<file path="src/rtl/calc_pkg.sv">
`default_nettype none
// +----------------------------------------------------------------------------+
// | Package   : calc_pkg                                                       |
// | Purpose   : Shared types and op codes for the RPN stack calculator.        |
// |             oper    - key type on the op input (one-hot, 0 = none)         |
// |             state_t - sequencing FSM states                                |
// |             OP_*    - one-hot arithOp codes carried in payload[15:0]       |
// | Config    : RPN_CALC_MUL_EN enables the signed MUL code (0x200).           |
// | Revision  : 1.0  initial release                                           |
// +----------------------------------------------------------------------------+
package calc_pkg;

  typedef enum logic [3:0] {
    OPER_NONE  = 4'd0,
    OPER_START = 4'd1,
    OPER_ENTER = 4'd2,
    OPER_ARITH = 4'd4,
    OPER_DONE  = 4'd8
  } oper;

  typedef enum logic [1:0] {
    ST_IDLE   = 2'd0,
    ST_ACTIVE = 2'd1,
    ST_REPORT = 2'd2
  } state_t;

  // Op codes occupy the low 16 payload bits; higher payload bits must be zero.
  localparam int unsigned OPCODE_W = 16;

  localparam logic [OPCODE_W-1:0] OP_ADD  = 16'h0001;
  localparam logic [OPCODE_W-1:0] OP_SUB  = 16'h0002;
  localparam logic [OPCODE_W-1:0] OP_AND  = 16'h0004;
  localparam logic [OPCODE_W-1:0] OP_SWAP = 16'h0008;
  localparam logic [OPCODE_W-1:0] OP_NEG  = 16'h0010;
  localparam logic [OPCODE_W-1:0] OP_POP  = 16'h0020;
  localparam logic [OPCODE_W-1:0] OP_OR   = 16'h0040;
  localparam logic [OPCODE_W-1:0] OP_XOR  = 16'h0080;
  localparam logic [OPCODE_W-1:0] OP_DUP  = 16'h0100;
  localparam logic [OPCODE_W-1:0] OP_MUL  = 16'h0200;

`ifdef RPN_CALC_MUL_EN
  localparam bit MUL_EN = 1'b1;
`else
  localparam bit MUL_EN = 1'b0;
`endif

endpackage : calc_pkg
`default_nettype wire

</file>
<file path="src/rtl/calc_alu.sv">
`default_nettype none
// +----------------------------------------------------------------------------+
// | Module    : calc_alu                                                       |
// | Purpose   : Combinational datapath for the RPN calculator. a is the top of |
// |             stack, b the entry below it. Results wrap modulo 2^WIDTH and   |
// |             ovf flags two's-complement overflow for ADD/SUB/NEG/MUL.       |
// | Ports     : a, b    in  WIDTH    operands                                  |
// |             opcode  in  16       one-hot op code                           |
// |             value   out WIDTH    wrapped result                            |
// |             ovf     out 1        signed overflow                           |
// | Config    : RPN_CALC_MUL_EN builds the multiplier; otherwise none exists.  |
// | Revision  : 1.0  initial release                                           |
// +----------------------------------------------------------------------------+
module calc_alu
  import calc_pkg::*;
#(
  parameter int WIDTH = 16
) (
  input  logic [WIDTH-1:0]    a,
  input  logic [WIDTH-1:0]    b,
  input  logic [OPCODE_W-1:0] opcode,
  output logic [WIDTH-1:0]    value,
  output logic                ovf
);

  localparam int MSB = WIDTH - 1;

  logic [WIDTH-1:0] mul_value;
  logic             mul_ovf;

`ifdef RPN_CALC_MUL_EN
  // Sign-extended operands multiplied at double width give the exact signed
  // product; it fits WIDTH bits only if its top WIDTH+1 bits are all equal.
  logic [2*WIDTH-1:0] product;
  assign product   = {{WIDTH{a[MSB]}}, a} * {{WIDTH{b[MSB]}}, b};
  assign mul_value = product[WIDTH-1:0];
  assign mul_ovf   = !((&product[2*WIDTH-1:MSB]) || !(|product[2*WIDTH-1:MSB]));
`else
  assign mul_value = '0;
  assign mul_ovf   = 1'b0;
`endif

  always_comb begin
    value = '0;
    ovf   = 1'b0;
    case (opcode)
      OP_ADD: begin
        value = a + b;
        ovf   = (a[MSB] == b[MSB]) && (value[MSB] != a[MSB]);
      end
      OP_SUB: begin
        value = b - a;
        ovf   = (a[MSB] != b[MSB]) && (value[MSB] != b[MSB]);
      end
      OP_AND: value = a & b;
      OP_OR:  value = a | b;
      OP_XOR: value = a ^ b;
      OP_NEG: begin
        value = '0 - a;
        // Only the most negative value has no positive counterpart.
        ovf   = a[MSB] && (a[MSB-1:0] == '0);
      end
      OP_MUL: begin
        value = mul_value;
        ovf   = mul_ovf;
      end
      default: begin
        value = '0;
        ovf   = 1'b0;
      end
    endcase
  end

endmodule : calc_alu
`default_nettype wire

</file>
<file path="src/rtl/rpn_stack_calc.sv">
`default_nettype none
// +----------------------------------------------------------------------------+
// | Module    : rpn_stack_calc                                                 |
// | Purpose   : RPN stack calculator taking one key per clock. Keeps an        |
// |             operand stack (entry 0 = top), sequences start/enter/arith/    |
// |             done keys and reports sticky error flags on completion.        |
// | Ports     : ck             in  1      clock                                |
// |             rst            in  1      synchronous active-high reset        |
// |             op             in  4      key type (oper)                      |
// |             payload        in  WIDTH  operand or one-hot op code           |
// |             result         out WIDTH  top of stack, 0 when empty           |
// |             depth          out CNT_W  stack occupancy                      |
// |             stackOverflow  out 1      push at full stack                   |
// |             dataOverflow   out 1      signed arithmetic overflow           |
// |             protocolError  out 1      bad key sequence/code/underflow      |
// |             unexpectedDone out 1      done with depth != 1                 |
// |             finished       out 1      one-cycle pulse after done           |
// |             correct        out 1      finished with no flag set            |
// | Config    : RPN_CALC_MUL_EN enables arithOp 0x200 (signed MUL).            |
// | Revision  : 1.0  initial release                                           |
// +----------------------------------------------------------------------------+
module rpn_stack_calc
  import calc_pkg::*;
#(
  parameter  int WIDTH = 16,
  parameter  int DEPTH = 8,
  localparam int CNT_W = $clog2(DEPTH + 1)
) (
  input  logic             ck,
  input  logic             rst,
  input  logic [3:0]       op,
  input  logic [WIDTH-1:0] payload,
  output logic [WIDTH-1:0] result,
  output logic [CNT_W-1:0] depth,
  output logic             stackOverflow,
  output logic             dataOverflow,
  output logic             protocolError,
  output logic             unexpectedDone,
  output logic             finished,
  output logic             correct
);

  localparam logic [CNT_W-1:0] CNT_FULL = CNT_W'(DEPTH);
  localparam logic [CNT_W-1:0] CNT_ONE  = CNT_W'(1);
  localparam logic [CNT_W-1:0] CNT_TWO  = CNT_W'(2);

  state_t           state_q, state_d;
  logic [WIDTH-1:0] stack_q [DEPTH];
  logic [WIDTH-1:0] stack_d [DEPTH];
  logic [CNT_W-1:0] cnt_q, cnt_d;
  logic             stack_ovf_q, stack_ovf_d;
  logic             data_ovf_q, data_ovf_d;
  logic             proto_err_q, proto_err_d;
  logic             unexp_done_q, unexp_done_d;
  logic             finished_q, finished_d;
  logic             correct_q, correct_d;

  // Candidate next stacks, precomputed so the FSM just selects one.
  logic [WIDTH-1:0] push_val;
  logic [WIDTH-1:0] push_stack  [DEPTH];
  logic [WIDTH-1:0] pop_stack   [DEPTH];
  logic [WIDTH-1:0] start_stack [DEPTH];

  logic [OPCODE_W-1:0] opcode;
  logic                code_bin, code_un, code_legal;
  logic [WIDTH-1:0]    alu_value;
  logic                alu_ovf;
  logic                any_flag;

  assign opcode   = payload[OPCODE_W-1:0];
  assign any_flag = stack_ovf_q | data_ovf_q | proto_err_q | unexp_done_q;
  // DUP re-pushes the current top; enter pushes the payload.
  assign push_val = (op == OPER_ENTER) ? payload : stack_q[0];

  always_comb begin
    push_stack[0]  = push_val;
    start_stack[0] = payload;
    for (int i = 1; i < DEPTH; i++) begin
      push_stack[i]  = stack_q[i-1];
      start_stack[i] = '0;
    end
    for (int i = 0; i < DEPTH - 1; i++) begin
      pop_stack[i] = stack_q[i+1];
    end
    // Vacated entries are zeroed so an empty stack reads 0 at the top.
    pop_stack[DEPTH-1] = '0;
  end

  // Op code classification: binary ops (and SWAP) need two operands,
  // unary ones need one. Any payload bit above the code field makes it illegal.
  always_comb begin
    code_bin = 1'b0;
    code_un  = 1'b0;
    case (opcode)
      OP_ADD, OP_SUB, OP_AND, OP_SWAP, OP_OR, OP_XOR: code_bin = 1'b1;
      OP_NEG, OP_POP, OP_DUP:                         code_un  = 1'b1;
      OP_MUL:                                         code_bin = MUL_EN;
      default: begin
        code_bin = 1'b0;
        code_un  = 1'b0;
      end
    endcase
    code_legal = ((payload >> OPCODE_W) == '0) && (code_bin || code_un);
  end

  calc_alu #(
    .WIDTH (WIDTH)
  ) u_alu (
    .a      (stack_q[0]),
    .b      (stack_q[1]),
    .opcode (opcode),
    .value  (alu_value),
    .ovf    (alu_ovf)
  );

  always_comb begin
    state_d      = state_q;
    stack_d      = stack_q;
    cnt_d        = cnt_q;
    stack_ovf_d  = stack_ovf_q;
    data_ovf_d   = data_ovf_q;
    proto_err_d  = proto_err_q;
    unexp_done_d = unexp_done_q;
    finished_d   = 1'b0;
    correct_d    = 1'b0;

    case (state_q)
      ST_IDLE: begin
        case (op)
          OPER_NONE: ;
          OPER_START: begin
            stack_d = start_stack;
            cnt_d   = CNT_ONE;
            state_d = ST_ACTIVE;
          end
          OPER_DONE: begin
            proto_err_d = 1'b1;
            finished_d  = 1'b1;
            state_d     = ST_REPORT;
          end
          default: begin
            proto_err_d = 1'b1;
            state_d     = ST_ACTIVE;
          end
        endcase
      end

      ST_ACTIVE: begin
        case (op)
          OPER_NONE: ;
          OPER_ENTER: begin
            if (!any_flag) begin
              if (cnt_q == CNT_FULL) begin
                stack_ovf_d = 1'b1;
              end else begin
                stack_d = push_stack;
                cnt_d   = cnt_q + CNT_ONE;
              end
            end
          end
          OPER_ARITH: begin
            if (!any_flag) begin
              if (!code_legal || (code_bin && (cnt_q < CNT_TWO)) ||
                  (code_un && (cnt_q == '0))) begin
                proto_err_d = 1'b1;
              end else begin
                case (opcode)
                  OP_SWAP: begin
                    stack_d[0] = stack_q[1];
                    stack_d[1] = stack_q[0];
                  end
                  OP_POP: begin
                    stack_d = pop_stack;
                    cnt_d   = cnt_q - CNT_ONE;
                  end
                  OP_DUP: begin
                    if (cnt_q == CNT_FULL) begin
                      stack_ovf_d = 1'b1;
                    end else begin
                      stack_d = push_stack;
                      cnt_d   = cnt_q + CNT_ONE;
                    end
                  end
                  OP_NEG: begin
                    stack_d[0] = alu_value;
                    data_ovf_d = alu_ovf;
                  end
                  default: begin
                    // Binary op: consume two operands, push the wrapped result.
                    stack_d    = pop_stack;
                    stack_d[0] = alu_value;
                    cnt_d      = cnt_q - CNT_ONE;
                    data_ovf_d = alu_ovf;
                  end
                endcase
              end
            end
          end
          OPER_DONE: begin
            unexp_done_d = (cnt_q != CNT_ONE);
            finished_d   = 1'b1;
            correct_d    = !(any_flag || (cnt_q != CNT_ONE));
            state_d      = ST_REPORT;
          end
          default: proto_err_d = 1'b1;
        endcase
      end

      default: begin
        // Report cycle ends: everything clears, and a start here opens a new sequence.
        stack_ovf_d  = 1'b0;
        data_ovf_d   = 1'b0;
        proto_err_d  = 1'b0;
        unexp_done_d = 1'b0;
        if (op == OPER_START) begin
          stack_d = start_stack;
          cnt_d   = CNT_ONE;
          state_d = ST_ACTIVE;
        end else begin
          for (int i = 0; i < DEPTH; i++) begin
            stack_d[i] = '0;
          end
          cnt_d   = '0;
          state_d = ST_IDLE;
        end
      end
    endcase
  end

  always_ff @(posedge ck) begin
    if (rst) begin
      state_q      <= ST_IDLE;
      cnt_q        <= '0;
      stack_ovf_q  <= 1'b0;
      data_ovf_q   <= 1'b0;
      proto_err_q  <= 1'b0;
      unexp_done_q <= 1'b0;
      finished_q   <= 1'b0;
      correct_q    <= 1'b0;
      for (int i = 0; i < DEPTH; i++) begin
        stack_q[i] <= '0;
      end
    end else begin
      state_q      <= state_d;
      cnt_q        <= cnt_d;
      stack_ovf_q  <= stack_ovf_d;
      data_ovf_q   <= data_ovf_d;
      proto_err_q  <= proto_err_d;
      unexp_done_q <= unexp_done_d;
      finished_q   <= finished_d;
      correct_q    <= correct_d;
      for (int i = 0; i < DEPTH; i++) begin
        stack_q[i] <= stack_d[i];
      end
    end
  end

  assign result         = stack_q[0];
  assign depth          = cnt_q;
  assign stackOverflow  = stack_ovf_q;
  assign dataOverflow   = data_ovf_q;
  assign protocolError  = proto_err_q;
  assign unexpectedDone = unexp_done_q;
  assign finished       = finished_q;
  assign correct        = correct_q;

endmodule : rpn_stack_calc
`default_nettype wire

</file>
<file path="config.mk">
export PLATFORM = sky130hd
export DESIGN_NAME = rpn_stack_calc
export DESIGN_NICKNAME = d
export VERILOG_FILES = /design/src/rtl/calc_pkg.sv /design/src/rtl/calc_alu.sv /design/src/rtl/rpn_stack_calc.sv
export SDC_FILE = /design/constraint.sdc
export NUM_CORES = 1
export LEC_CHECK = 0
export CAP_MARGIN = 20
export CORE_MARGIN = 1.5
export CORE_UTILIZATION = 62
export DETAILED_ROUTE_END_ITERATION = 10
export PLACE_DENSITY = 0.81
export SKIP_LAST_GASP = 1
export SYNTH_ARGS = -nofsm -noshare
export SYNTH_HDL_FRONTEND = slang
export SYNTH_SLANG_ARGS = --single-unit
</file>
<file path="constraint.sdc">
create_clock -name ck -period 3.9 [get_ports ck]
set_clock_uncertainty 0.1 [all_clocks]
set_input_delay 0.585 -clock ck [delete_from_list [all_inputs] [get_ports ck]]
set_output_delay 0.585 -clock ck [all_outputs]
set_load 0.01 [all_outputs]
</file>
==> results of run 1 <==
==> logic make-up (layout without fill, tap and decap cells) <==
logic type,count (synthesis),after routing
xor+xnor,23,23
buf+inv,183,204
mux,19,19
fa+ha+maj,57,57
simple gates,577,577
compound gates,515,515
flops,140,140
==> synthesized netlist by cell type, types with 8 or more instances <==
cell and instances:
sky130_fd_sc_hd__nand2_1 237, sky130_fd_sc_hd__a21oi_1 190, sky130_fd_sc_hd__dfxtp_1 140, sky130_fd_sc_hd__clkbuf_1 109, sky130_fd_sc_hd__o31ai_1 87, sky130_fd_sc_hd__nand3b_1 84
sky130_fd_sc_hd__nor2_1 77, sky130_fd_sc_hd__ha_1 55, sky130_fd_sc_hd__o21ai_0 53, sky130_fd_sc_hd__inv_1 52, sky130_fd_sc_hd__nand3_1 43, sky130_fd_sc_hd__nor3_1 34
sky130_fd_sc_hd__o211ai_1 25, sky130_fd_sc_hd__a31oi_1 24, sky130_fd_sc_hd__a22o_1 22, sky130_fd_sc_hd__xnor2_1 20, sky130_fd_sc_hd__a211oi_1 19, sky130_fd_sc_hd__buf_2 12
sky130_fd_sc_hd__nand2b_1 12, sky130_fd_sc_hd__a221oi_1 11, sky130_fd_sc_hd__mux2_1 10, sky130_fd_sc_hd__or3_1 10, sky130_fd_sc_hd__nand4_1 9, sky130_fd_sc_hd__a21o_1 8
sky130_fd_sc_hd__nor2b_1 8, sky130_fd_sc_hd__o2111ai_1 8, sky130_fd_sc_hd__o22ai_1 8, sky130_fd_sc_hd__or2_2 8, sky130_fd_sc_hd__or4_1 8
==> report_power, final <==
part,switching [uW],internal (uW)
combinational,285,180
sequential,12.0,1440
clock,734,966
==> metal layers <==
layer	vias up	wire length, um	GRT usage (%)
met4	0	1430	17.6
met1	5547	14800	51.2
met3	120	3340	7.16
met2	688	16200	59.3
li1	5575	-	-
met5	-	0	0
==> per-stage QoR <==
step           worst slack [ps]  instances  setup TNS, ps  hold slack (ps)
2_1_floorplan               631       1514              0              349
5_1_grt                     155       1760              0              398
4_1_cts                     372       1760              0              383
6_report                    246       1760              0              384
3_5_place_dp              -9.64       1728          -12.3              364
3_3_place_gp               69.8       1728              0              362
==> final cells by class <==
cell class / instances / share of cell area [%]
well taps: 225 / 2.25
clock inverters: 15 / 1.45
multi-input cells: 1191 / 60.0
flip-flops and latches: 140 / 22.4
clock buffers: 17 / 3.39
inverters: 52 / 1.56
repair buffers: 120 / 8.99
==> sequential cells by signal (all words and copies together), names as in the netlist <==
register	cells
correct	1
dataOverflow	1
depth	4
finished	1
pop_stack	112
protocolError	1
result	16
stackOverflow	1
state_q	2
unexpectedDone	1
==> critical path: stages (launching register included) <==
cell	delay [ps]
sky130_fd_sc_hd__dfxtp_1	450
sky130_fd_sc_hd__inv_1	130
sky130_fd_sc_hd__ha_1	450
sky130_fd_sc_hd__nor3_1	140
sky130_fd_sc_hd__o311ai_0	620
sky130_fd_sc_hd__a31oi_1	320
sky130_fd_sc_hd__nor4b_1	600
sky130_fd_sc_hd__o21ai_0	180
sky130_fd_sc_hd__a32oi_1	220
sky130_fd_sc_hd__o41ai_1	120
sky130_fd_sc_hd__a211oi_1	230
==> worst paths after layout <==
check | from | end | slack, ps | depth (start not counted)
max reg2reg | pop_stack[114] | result[15] | 250 | 10
max | pop_stack[114] | result[15] | 250 | 10
min | pop_stack[20] | pop_stack[20] | 380 | 1
min reg2reg | pop_stack[20] | pop_stack[20] | 380 | 1
==> cells in the final DEF (no fill, tap or decap), types with 9 or more instances in the layout <==
master and n:
sky130_fd_sc_hd__clkbuf_16 17, sky130_fd_sc_hd__nand3_1 43, sky130_fd_sc_hd__mux2_1 10, sky130_fd_sc_hd__o211ai_1 25, sky130_fd_sc_hd__buf_12 9, sky130_fd_sc_hd__a211oi_1 19, sky130_fd_sc_hd__xnor2_1 20, sky130_fd_sc_hd__buf_4 64
sky130_fd_sc_hd__nand2b_1 12, sky130_fd_sc_hd__dfxtp_1 140, sky130_fd_sc_hd__nand3b_1 84, sky130_fd_sc_hd__nor3_1 34, sky130_fd_sc_hd__a22o_1 22, sky130_fd_sc_hd__nand4_1 9, sky130_fd_sc_hd__clkdlybuf4s50_1 46, sky130_fd_sc_hd__nor2_1 77
sky130_fd_sc_hd__a221oi_1 11, sky130_fd_sc_hd__or3_1 10, sky130_fd_sc_hd__o21ai_0 53, sky130_fd_sc_hd__o31ai_1 87, sky130_fd_sc_hd__ha_1 55, sky130_fd_sc_hd__a31oi_1 23, sky130_fd_sc_hd__inv_1 52, sky130_fd_sc_hd__a21oi_1 190
sky130_fd_sc_hd__nand2_1 237
==> results, run 1 <==
- The flow ran to the end, and the final reports show no timing, DRC or antenna violations.
- The combined global-route utilization of all metal layers is 38.2%.
- The sum of overflow across all layers after global routing is 0.
- For this block, the routed nets add up to 35800 um of wire.
- The fraction of synthesized area in multiplexers is between 1.5 and 2%.
- After Yosys synthesis, and, or, nand and nor cells account for 27.0% of the synthesized area.
- The number of antenna violations at the first check in global routing is 0.
- The layout-stage area growth over the synthesis result is 13.7%.
- The total of flip-flops plus latches after synthesis is between 100 and 150.
- The antenna diode count is 0.
- Once the clock tree was built, the setup fixing pass inserted 0 buffers.
- The worst IR drop on VDD is 319 uV.
- After clock tree synthesis, the clock-pin slew on the worst setup and hold paths is roughly 70 ps.
- The post-route cell area is 12500 um2.
- The die is between 100 and 150 um tall.
- In the synthesized netlist the async set-or-reset flop fraction comes to 0%.
- The total of warnings raised by yosys is 0.
- The number of filler cells placed in the layout is 1456.
- The clock insertion delay at the later pin of the skew report is about 440 ps.
- The core region is between 15000 and 20000 um2.
- In the final layout, flip-flops and latches occupy 2800 um2.
- The critical path is of the reg2reg type.
- Ranked by total cell area, the synthesized netlist is headed by sky130_fd_sc_hd__dfxtp_1, sky130_fd_sc_hd__a21oi_1, sky130_fd_sc_hd__nand2_1, sky130_fd_sc_hd__ha_1, sky130_fd_sc_hd__o31ai_1.
- The count of unresolved DRC violations after routing is 0.
- The floorplan has 48 rows.
- The area share of fa/ha/maj cells after synthesis is 6.61%.
- The TritonCTS sink count is between 100 and 150.
- The share of final-layout standard cells stronger than drive strength 1 is under 10%.
- The tool flagged a number of max-cap violations equal to 0.
- For this design the top-level I/O count stands at 48.
- After detailed placement, the total cell area comes to roughly 12000 um2.
- In the finished design, the share of the clock period the worst path needs comes to 93.7%.
- The multi-input combinational cells in the finished layout cover a total of 7520 um2.
- Using the TritonRoute via totals, the vias-per-cell ratio works out to 6.78.
- The path class of the lowest-slack min-delay path is reg2reg.
- The static power due to leakage is about 0.0042 uW.
- The width of the die is 136 um.
- The share of the core filled with cells in the final layout is 72.2%.
- The port buffer count is 47.
- The total chip power is 3610 uW.
- The first detailed-routing pass took 6 iterations.
- Detailed placement ended at an HPWL of between 20000 and 25000 um.
- Data arrives at the worst endpoint at 3900 ps.
- The maximum clock frequency is 274 MHz.
- The endpoint kind of the worst setup timing path is a register.
- Counting I/O delays and the setup requirement, the final critical path takes 3650 ps.
- In this run the remaining antenna-violating nets after routing total 0.
- The number of hold violations in the final report is 0.
- The portion of synthesized cell area occupied by the leading cell type is 25.4%.
- Setup violations remaining at the end of the flow were counted as 0.
- The count of pins over their slew limit is 0.
- The first-pass GRT wire length is 56300 um.
- The share of the synthesized area in compound gates (AO/OA/AOI/OAI) is between 30% and 40%.
- The number of enable-type register cells in the synthesized netlist is 0.
- After Yosys synthesis, XOR and XNOR cells account for under 10% of the synthesized area.
- The first routing iteration left 1390 violations.
- The congestion estimate from routability-driven global placement came to approximately 1.
- The cell taking the most area after synthesis is sky130_fd_sc_hd__dfxtp_1.
- TritonCTS built the clock tree.
- For this run, the register share of the synthesized area comes to roughly 25%.
- The full die area is about 19000 um2.
- The synthesized net count is 1593.
- Entering global routing, the biggest net connects 95 pins.
- The post-cts resize count is 0.
- The number of hold-repair buffers added at the cts stage is 0.
- Dividing the synthesized area by the synthesized cell count gives 7.28 um2.
- The biggest fanout along the worst timing path is 9.
- CTS placed an instance of sky130_fd_sc_hd__clkbuf_16 at the clock tree root.
- Power spread over the standard cell area amounts to between 200 and 300 nW/um2.
- Data on the critical path is required at its endpoint by around 4200 ps.
- For this run, the post-layout net count is 1601.
- The deepest clock path buffer count is 2.
- Among all flip-flop cells after synthesis, the most frequent one is sky130_fd_sc_hd__dfxtp_1.
- The number of cells produced by synthesis is 1514.
- Setup repair after global routing left no endpoint under its margin.
- The number of global-route vias before repair is 10.6k.
- The number of different library cells in the post-synthesis netlist is 78.
- In this run, CTS created clock tree buffers numbering 17.
- The via count is 11.9k.
- Measured against its own limit, the worst slew margin works out to between 40% and 50%.
- The initial cell density of the core is 63.5%.
- The mean routed wirelength per cell is 20.3 um.
- The cell area that synthesis handed to floorplanning was 11000 um2.
- The kind of launch point of the worst setup path is a register.
- By area, the combinational part of the netlist is dominated by compound AO/OA/AOI/OAI gates.
- The deepest level of the CTS H-tree is 4.
- At the pin with the least slew margin, the transition time is 756 ps.
Power figures use the tool's default switching activity.
==> run 2, diff against run 1 <==
Settings changed: CTS_CLUSTER_DIAMETER set to 150.
==> results of run 2 <==
Final layout, timing and power as in run 1 (identical DEF).
